$ cat src/rtl/tug_light_bar_pkg.sv
// rtl/tug_light_bar_pkg.sv - shared types and helpers for the tug-of-war light bar
// Purpose: round state encoding and the centre-light reset pattern.
// Contents: tug_state_t (PLAY/OVER), centre_onehot(n).
package tug_pkg;

   typedef enum logic {PLAY, OVER} tug_state_t;

   // One-hot pattern with only the middle light of an n-light bar set.
   // Returned wide; callers truncate to their bar length.
   function automatic logic [63:0] centre_onehot(input int n);
      centre_onehot = 64'd1 << ((n - 1) / 2);
   endfunction

endpackage

$ cat src/rtl/tug_light_bar_edge_pulse.sv
// rtl/tug_light_bar_edge_pulse.sv - rising-edge detector for one key input
// Purpose: one-cycle high on pulse_o for each 0->1 transition of d_i.
// Ports:
//   clk     in  system clock
//   reset   in  synchronous active-low reset
//   d_i     in  synchronised level input
//   pulse_o out d_i & ~(d_i delayed one cycle)
module edge_pulse (
   input  logic clk,
   input  logic reset,
   input  logic d_i,
   output logic pulse_o
);

   logic d_q;

   // History resets to 1 so a key held through reset is not seen as a press.
   always_ff @(posedge clk) begin
      if (!reset) begin
         d_q <= 1'b1;
      end else begin
         d_q <= d_i;
      end
   end

   assign pulse_o = d_i & ~d_q;

endmodule

$ cat src/rtl/tug_light_bar.sv
// rtl/tug_light_bar.sv - tug-of-war playfield: light position, round FSM, scores
// Purpose: one-hot light bar stepped by L/R presses; stepping off an end wins.
// Ports:
//   clk          in   system clock
//   reset        in   synchronous active-low reset
//   L, R         in   synchronised player keys (levels)
//   restart      in   recentre light and enter PLAY, scores kept
//   lights       out  one-hot position (MSB = leftmost), zero in OVER
//   game_over    out  high while in OVER
//   left_win     out  one-cycle pulse when left wins
//   right_win    out  one-cycle pulse when right wins
//   left_score   out  saturating left win count
//   right_score  out  saturating right win count
module tug_light_bar
   import tug_pkg::*;
#(
   parameter int NUM_LIGHTS   = 9,
   parameter int SCORE_W      = 3,
   parameter bit AUTO_RESTART = 1'b0
) (
   input  logic                  clk,
   input  logic                  reset,
   input  logic                  L,
   input  logic                  R,
   input  logic                  restart,
   output logic [NUM_LIGHTS-1:0] lights,
   output logic                  game_over,
   output logic                  left_win,
   output logic                  right_win,
   output logic [SCORE_W-1:0]    left_score,
   output logic [SCORE_W-1:0]    right_score
);

   localparam logic [NUM_LIGHTS-1:0] CENTRE_ONEHOT = NUM_LIGHTS'(centre_onehot(NUM_LIGHTS));
   localparam logic [SCORE_W-1:0]    SCORE_MAX     = '1;

   tug_state_t            state_q, state_d;
   logic [NUM_LIGHTS-1:0] lights_q, lights_d;
   logic                  left_win_q, left_win_d;
   logic                  right_win_q, right_win_d;
   logic [SCORE_W-1:0]    left_score_q, left_score_d;
   logic [SCORE_W-1:0]    right_score_q, right_score_d;
   logic                  press_l, press_r;

   edge_pulse u_edge_l (
      .clk     (clk),
      .reset   (reset),
      .d_i     (L),
      .pulse_o (press_l)
   );

   edge_pulse u_edge_r (
      .clk     (clk),
      .reset   (reset),
      .d_i     (R),
      .pulse_o (press_r)
   );

   always_ff @(posedge clk) begin
      if (!reset) begin
         state_q       <= PLAY;
         lights_q      <= CENTRE_ONEHOT;
         left_win_q    <= 1'b0;
         right_win_q   <= 1'b0;
         left_score_q  <= '0;
         right_score_q <= '0;
      end else begin
         state_q       <= state_d;
         lights_q      <= lights_d;
         left_win_q    <= left_win_d;
         right_win_q   <= right_win_d;
         left_score_q  <= left_score_d;
         right_score_q <= right_score_d;
      end
   end

   always_comb begin
      state_d       = state_q;
      lights_d      = lights_q;
      left_win_d    = 1'b0;
      right_win_d   = 1'b0;
      left_score_d  = left_score_q;
      right_score_d = right_score_q;

      if (state_q == PLAY) begin
         if (restart) begin
            // Restart outranks any press seen in the same cycle.
            lights_d = CENTRE_ONEHOT;
         end else if (press_l && !press_r) begin
            if (lights_q[NUM_LIGHTS-1]) begin
               left_win_d   = 1'b1;
               left_score_d = (left_score_q == SCORE_MAX) ? left_score_q : left_score_q + 1'b1;
               lights_d     = '0;
               state_d      = OVER;
            end else begin
               lights_d = lights_q << 1;
            end
         end else if (press_r && !press_l) begin
            if (lights_q[0]) begin
               right_win_d   = 1'b1;
               right_score_d = (right_score_q == SCORE_MAX) ? right_score_q : right_score_q + 1'b1;
               lights_d      = '0;
               state_d       = OVER;
            end else begin
               lights_d = lights_q >> 1;
            end
         end
      end else begin
         // Presses are ignored while the round is over.
         if (restart || AUTO_RESTART) begin
            state_d  = PLAY;
            lights_d = CENTRE_ONEHOT;
         end
      end
   end

   assign lights      = lights_q;
   assign game_over   = (state_q == OVER);
   assign left_win    = left_win_q;
   assign right_win   = right_win_q;
   assign left_score  = left_score_q;
   assign right_score = right_score_q;

endmodule
$ cat config.mk
export PLATFORM = sky130hd
export DESIGN_NAME = tug_light_bar
export DESIGN_NICKNAME = d
export VERILOG_FILES = /design/src/rtl/tug_light_bar_pkg.sv /design/src/rtl/tug_light_bar_edge_pulse.sv /design/src/rtl/tug_light_bar.sv
export SDC_FILE = /design/constraint.sdc
export NUM_CORES = 1
export LEC_CHECK = 0
export CORE_MARGIN = 5
export CORE_UTILIZATION = 45
export DETAILED_ROUTE_END_ITERATION = 8
export MAX_ROUTING_LAYER = met4
export PLACE_DENSITY = 0.73
export SLEW_MARGIN = 15
export SYNTH_ARGS = -nofsm -noshare
export SYNTH_HDL_FRONTEND = slang
export SYNTH_SLANG_ARGS = --single-unit
$ cat constraint.sdc
create_clock -name clk -period 4.11 [get_ports clk]
set_input_delay 0.6165 -clock clk [delete_from_list [all_inputs] [get_ports clk]]
set_output_delay 0.6165 -clock clk [all_outputs]
set_load 0.01 [all_outputs]
# --- Yosys cells after proc, flatten, opt, wreduce, memory -nomap -nowiden ---
# Index checks and enable logic that the tools add are counted.
op_classes:
  eq_ne: 3
  n_bitwise: 10
  addsub: 2
  n_reduce_logical: 10
  mux: 14
op_table:
  columns: ["operator", "count"]
  rows:
  - ["$mux W9", 6]
  - ["$mux W8", 1]
  - ["$not A1 Y1", 8]
  - ["$reduce_or A4 Y1", 2]
  - ["$mux W1", 7]
  - ["$add A3 B1 Y3 const B", 2]
  - ["$eq A3 B3 Y1 const B", 2]
  - ["$reduce_and A6 Y1", 1]
  - ["$reduce_and A5 Y1", 1]
  - ["$reduce_bool A3 Y1", 1]
  - ["$and A1 B1 Y1", 2]
  - ["$logic_and A1 B1 Y1", 2]
  - ["$logic_not A1 Y1", 2]
  - ["$ne A2 B2 Y1 const B", 1]
  - ["$reduce_and A2 Y1", 1]
totals:
  in_bits: 5
  ff_bits: 20
  out_inout_bits: 18
  word_cells: 47

# --- Longest topological paths before layout ---
# Gate-level depths: netlist of run 1.
depth:
  word_depth: 8
  ltp_mapped: 6

# --- Hierarchy ---
# Synthesis of run 1 repeated with hierarchy kept, for this count alone.
unflattened:
  hier_cells: 105
  area_unflattened_um2: 1008.5
modules_own_cells:
  columns: ["module", "cells_each", "n_inst", "area_each_um2"]
  rows:
  - ["tug_light_bar", 99, 1, 928.4]
  - ["edge_pulse", 3, 2, 40.0]

# --- Worst setup path before layout of run 1 ---
# Ideal clock, no wire load.
synth_timing:
  path_kind: "register -> register"
  startpoint: "reg right_score_q[0] (netlist: right_score[0])"
  endpoint: "reg right_score_q[0] (netlist: right_score[0])"
  setup_slack_ns: 2.596
  required_ns: 3.995
  arrival_time_ns: 1.399
  n_path_buf: 0
  synth_period_minus_slack_ns: 1.514
  path_stages_with_launch: 7
  setup_time_ns: 0.115
  cell_sequence: "dfxtp_1 > ha_1 > ha_1 > nor3_1 > nand4_4 > xnor2_1 > and2_1"
synth_via:
  elab_chain_len: 3
synth_lines:
  columns: ["element", "line", "text"]
  rows:
  - ["start: declaration", "tug_light_bar.sv:42", "logic [SCORE_W-1:0] right_score_q, right_score_d;"]
  - ["start signal: assignment", "tug_light_bar.sv:73", "right_score_q <= right_score_d;"]
  - ["$eq A3 B3 Y1", "tug_light_bar.sv:101", "right_score_d = (right_score_q == SCORE_MAX) ? right_score_q : right_score_q + 1'b1;"]
  - ["$not A1 Y1 (no line)", null, null]
  - ["$reduce_and A6 Y1 (no line)", null, null]
# Several ways; a longest one is shown, not always the timed one.
# A chain may end at the register's enable or synchronous reset.

# --- Worst setup path after layout of run 1 ---
layout_timing:
  startpoint: "reg lights_q[8] (netlist: lights[8])"
  endpoint: "out lights[8]"
layout_rtl:
  columns: ["element", "line", "text"]
  rows:
  - ["start: declaration", "tug_light_bar.sv:38", "logic [NUM_LIGHTS-1:0] lights_q, lights_d;"]
  - ["start signal: assignment", "tug_light_bar.sv:69", "lights_q <= lights_d;"]
  - ["end: declaration", "tug_light_bar.sv:26", "output logic [NUM_LIGHTS-1:0] lights,"]
# No word-level cell between the ends.

==> impl_results.md, run 1 <==
* Vias in the first global route at approximately 790
* Rel. slew slack at between 60% and 70%
* CTS Buf Count at 3
* Placer congestion estimate at ~0.87
* Post-synthesis mux area share at 0%
* Antenna violations before repair at 0
* Cell taking the most area after synthesis: dfxtp_1
* CP Data Arrival Time at about 1500 ps
* Sequential share of the synthesized area at between 40% and 50%
* Fin crit share at 52.3%
* Fin crit period at about 2200 ps
* Yosys reg bits at 20
* Top Family by Delay on Critical Path: buffers and inverters
* Total track usage at 13.8%
* Largest net degree at the start of global routing at 16
* Syn. warnings at 0
* Hold Path Cell Cnt at 2
* Pre-antenna DRT Iters at 4
* Status: completed
* Vias per inst at roughly 5.5
* RSZ-0062 raised after global routing: false
* Cts-stage hold buffer count at 0
* First-pass GRT wire length at 3400 um
* Port Buffers at 22
* Most common cell after layout, fill and taps aside: clkdlybuf4s50_1
* Diodes inserted at 0
* Slew Viols, Final at 0
* Postcts setup bufs at 0
* Fraction of registers with async set/reset at 0%
* Post-Synth Simple-Gate Area at between 20% and 30%
* CP Capture Type: output port
* CTS tree: done
* WP data required at between 3000 and 4000 ps
* H-tree Lvls at 1
* Synth Area in Adders at under 10%
* Buf/Inv on CP at 1
* Skew-Pair Late Insertion Delay at 300 ps
* PostCTS Resize Cnt at 0
* Worst-path clk slew at 110 ps
* DR iter-0 viols at 10
* Full die area at 3200 um^2
* NumNets Final at 127
* Endpoints failing hold at 0
* Gr ovfl total at 0
* P&R area growth vs syn at 27.2%
* Initial core utilization at between 40% and 50%
* Final setup fails at 0
* Critical path, cell by cell: clkdlybuf4s50_1
* Dpl hpwl at 1430 um
* Area contributors post-synth: dfxtp_1, o2bb2ai_1, ha_1
* Combinational family with the most area after synthesis: simple AND/OR/NAND/NOR gates
* Core region area at slightly above 2000 um^2
* Setup TNS at 0 ps
* Ports at 23
* Rows at 16
* CTS sink count at 20
* Worst-Margin Slew at around 490 ps
* Leak at around 0.46 nW
* Fmax at roughly 0.46 GHz
* Die height at 56.5 um
* Cell area after synthesis at around 970 um^2
* Worst hold path type: reg -> reg
* Library cells used by synthesis at 35
* Max VDD drop at about 0.18 mV
* Worst r2r path cells at 6
* Routed vias at a little under 800
* Max clock buf depth at 2
* Power Dens Cells at 275 nW/um^2
* Syn Inst Count at 95
* Synthesized Nets at 104
* Share of the synthesized area in the top cell type at about two fifths
* Detailed-route wire length per cell at about 14 um
* Crit path depth at 1
* CP max-delay cell: clkdlybuf4s50_1
* CP Launch Type: flop
* Max-Cap Viols at 0
* FF-to-FF setup slack at approximately 2600 ps
* Clock Root Buffer: clkbuf_4
* DRC viols at 0
* Clk_skew at roughly 3 ps
* Post-synth top flop: dfxtp_1
* Layout cell share with drive strength beyond 1 at 11.1%
* Post-route ant nets at 0
* Final wirelength at 1950 um
* # fillers at between 150 and 200
* Chip Width at between 50 and 60 um
* Syn_area_per_cell at approximately 10 um^2
* CP max FO at 12
* Compound-Gate Fraction of Synth Area at around 18%
* Setup Crit Path Kind: reg -> out
* Synth Area in XOR/XNOR at around 4.6%
* Critical path's largest stage delay at a little over 600 ps
* Post-synth EDFFs at 0
* Most frequent cells in the layout: clkdlybuf4s50_1, dfxtp_1, nand3_1, nand2_1, o2bb2ai_1
* End-of-flow core utilization at between 60% and 70%
## sequential cells by signal (all words and copies together), names as in the netlist
| name | cells |
|---|---|
| lights | 9 |
| left_score | 3 |
| right_score | 3 |
| game_over | 1 |
| left_win | 1 |
| right_win | 1 |
| u_edge_l.d_q | 1 |
| u_edge_r.d_q | 1 |
## layout make-up
cell class / count / area (um^2) / area share, %
timing repair buffer: 22 / 220 / 17.8
inverter: 3 / 11.3 / 0.908
sequential: 20 / 400 / 32.3
tap: 27 / 33.8 / 2.72
multi-input combinational: 68 / 538 / 43.4
clock buffer: 4 / 36.3 / 2.93
## layer usage
| layer | vias to the layer above | share of wire [%] | GRT usage (%) |
|---|---|---|---|
| li1 | 397 | - | - |
| met1 | 366 | 47 | 17.5 |
| met2 | 27 | 46 | 21.0 |
| met3 | 5 | 4.7 | 2.75 |
| met4 | 0 | 1.8 | 6.10 |
| met5 | - | 0 | - |
## Yosys cell counts (2+ instances only)
master     count
xnor2_1        2
nor2_1         3
buf_2          2
a22oi_1        2
nor3_1         3
and2_1         2
a31oi_1        5
a21oi_1        2
nand2b_1       4
o2bb2ai_1      6
ha_1           4
inv_1          3
o21ai_0        2
nand2_1        6
nand3_1        6
nor4b_1        4
o21ai_1        2
dfxtp_1       20
## cell families (layout without fill, tap and decap cells)
logic type	Yosys count	in the layout
compound gates	24	24
fa+ha+maj	4	4
simple gates	37	37
buf+inv	7	29
xor+xnor	3	3
flops	20	20
## final timing paths
path | to | from
worst min-delay path | right_score[1] | right_score[1]
worst max-delay path | lights[8] | lights[8]
worst max register to register | right_score[0] | right_score[0]
worst min register to register | right_score[1] | right_score[1]
## metrics by stage
step / hold slack (ps) / setup slack, ps / power [mW] / instance area (um^2) / std cells
6_report: 489 / 1960 / 0.341 / 1240 / 144
5_1_grt: 528 / 1870 / 0.359 / 1240 / 144
3_3_place_gp: 472 / 2060 / 0.231 / 1200 / 140
4_1_cts: 494 / 1940 / 0.346 / 1240 / 144
3_5_place_dp: 474 / 2020 / 0.231 / 1200 / 140
2_1_floorplan: 497 / 2600 / 0.222 / 975 / 95
## report_power, final
| part | switching [mW] | internal (mW) | leakage, nW |
|---|---|---|---|
| logic | 0.0161 | 0.0132 | 0.273 |
| registers | 0.00147 | 0.196 | 0.162 |
| clock network | 0.0602 | 0.0541 | 0.0210 |
Power figures use the tool's default switching activity.
==> run 2, diff against run 1 <==
Settings changed: CORE_UTILIZATION 45 to 43.
Clock period 4.11 ns to 1.8 ns, I/O delays scaled along.
==> impl_results.md, run 2 (same netlist as run 1, synthesis figures left out) <==
* Status: completed
* Dpl ws at between 80 and 90 ps
* NumNets Final at between 100 and 150
* Port Buffers at 22
* Fin crit period at about 1700 ps
* Postcts setup bufs at 0
* # fillers at 205
* CTS tree: done
* Top Family by Delay on Critical Path: buffers and inverters
* Int Pwr at 0.602 mW
* WP data required at 1530 ps
* Max clock buf depth at 2
* CP Data Arrival Time at around 1400 ps
* Placer congestion estimate at around 0.8
* Initial core utilization at between 40% and 50%
* RSZ-0062 raised after global routing: false
* Total track usage at between 10% and 20%
* Endpoints failing hold at 0
* Ports at 23
* Chip Width at ~58 um
* Worst-Margin Slew at 406 ps
* Leak at around 0.47 nW
* Buf/Inv on CP at 1
* Routed vias at approximately 810
* First-pass GRT wire length at 3710 um
* Dpl hpwl at around 1600 um
* CP Launch Type: flop
* Most frequent cells in the layout: clkdlybuf4s50_1, dfxtp_1, nand3_1, nand2_1, o2bb2ai_1
* Max reg flops at 9
* Vias in the first global route at between 800 and 900
* Setup Crit Path Kind: reg -> out
* Core region area at 2190 um^2
* Pre-antenna DRT Iters at 4
* Fmax at 0.602 GHz
* Worst hold path type: reg -> reg
* Most common cell after layout, fill and taps aside: clkdlybuf4s50_1
* Largest net degree at the start of global routing at 13
* CP Capture Type: output port
* Max VDD drop at 0.410 mV
* Rows at 17
* Switching power at ~0.17 mW
* Sequential share of power at between 50% and 60%
* Gr ovfl total at 0
* Slew Viols, Final at 0
* CTS Buf Count at 3
* Logic pwr share at under 10%
* Clock Root Buffer: clkbuf_4
* DR iter-0 viols at 13
* Diodes inserted at 0
* Setup TNS at 0 ps
* Post-route ant nets at 0
* Fin worst setup slack at about 140 ps
* P&R area growth vs syn at 28.9%
* Max-Cap Viols at 0
* Antenna violations before repair at 0
* PostCTS Resize Cnt at 0
* CTS sink count at 20
* Clk network pwr share at 33.1%
* Rel. slew slack at between 70 and 80%
* Final wirelength at approximately 2100 um
* Fin crit share at around 92%
* Skew-Pair Late Insertion Delay at around 300 ps
* Detailed-route wire length per cell at roughly 14 um
* Critical path's largest stage delay at 600 ps
* Die height at slightly below 60 um
* Sw frac at 22.5%
* Full die area at 3320 um^2
* Cts-stage hold buffer count at 0
* Worst-path clk slew at roughly 110 ps
* Clk_skew at 7.53 ps
* CP max-delay cell: clkdlybuf4s50_1
* Vias per inst at roughly 5.5
* Layout cell share with drive strength beyond 1 at 12.6%
* DRC viols at 0
* Final setup fails at 0
* Critical path, cell by cell: clkdlybuf4s50_1
* H-tree Lvls at 1
* End-of-flow core utilization at 57.3%
* CP max FO at 6
* Power Dens Cells at 618 nW/um^2
[run 2: cell types whose count changed in the layout (fill, tap and decap cells not counted), sizes merged]
cell,change
buf,+2
[run 2: power by group through the flow]
stage / Clock (mW) / Combinational (mW) / Sequential (mW)
after floorplan: 0 / 0.0452 / 0.461
after detailed placement: 0 / 0.0690 / 0.461
after global placement: 0 / 0.0674 / 0.461
after global routing: 0.289 / 0.0749 / 0.452
after CTS: 0.269 / 0.0691 / 0.451
final: 0.257 / 0.0689 / 0.451
[run 2: worst paths after layout]
check                                     from  depth (start not counted)             end  slack, ps
worst max-delay path                 lights[0]                          1       lights[0]        140
worst min-delay path            right_score[1]                          2  right_score[1]        490
worst max register to register  right_score[0]                          6  right_score[0]        240
worst min register to register  right_score[1]                          2  right_score[1]        490
[run 2: area by class of cell]
class	instances	area (um^2)	area share, %
tap	28	35.0	2.79
timing repair buffer	24	235	18.7
clock buffer	4	36.3	2.89
inverter	3	11.3	0.896
sequential	20	400	31.9
multi-input combinational	68	538	42.8
[run 2: through the flow]
stage / hold WS, ps / total power [mW] / instances / instance area (um^2)
after floorplan: 343 / 0.506 / 95 / 975
after global placement: 478 / 0.528 / 143 / 1220
after detailed placement: 479 / 0.530 / 143 / 1220
after CTS: 500 / 0.789 / 147 / 1260
after global routing: 527 / 0.816 / 147 / 1260
final: 493 / 0.776 / 147 / 1260
[run 2: tightest hold or removal path: stages (launching register included)]
cell,delay [ps]
dfxtp_1,340
nand3_1,60
o21ai_1,50
[run 2: layer usage]
| metal | global-route usage [%] | wire length [um] | vias up |
|---|---|---|---|
| met5 | - | 0 | - |
| met3 | 3.56 | 108 | 6 |
| met1 | 17.0 | 990 | 383 |
| li1 | - | - | 400 |
| met2 | 23.9 | 987 | 23 |
| met4 | 5.96 | 39 | 0 |
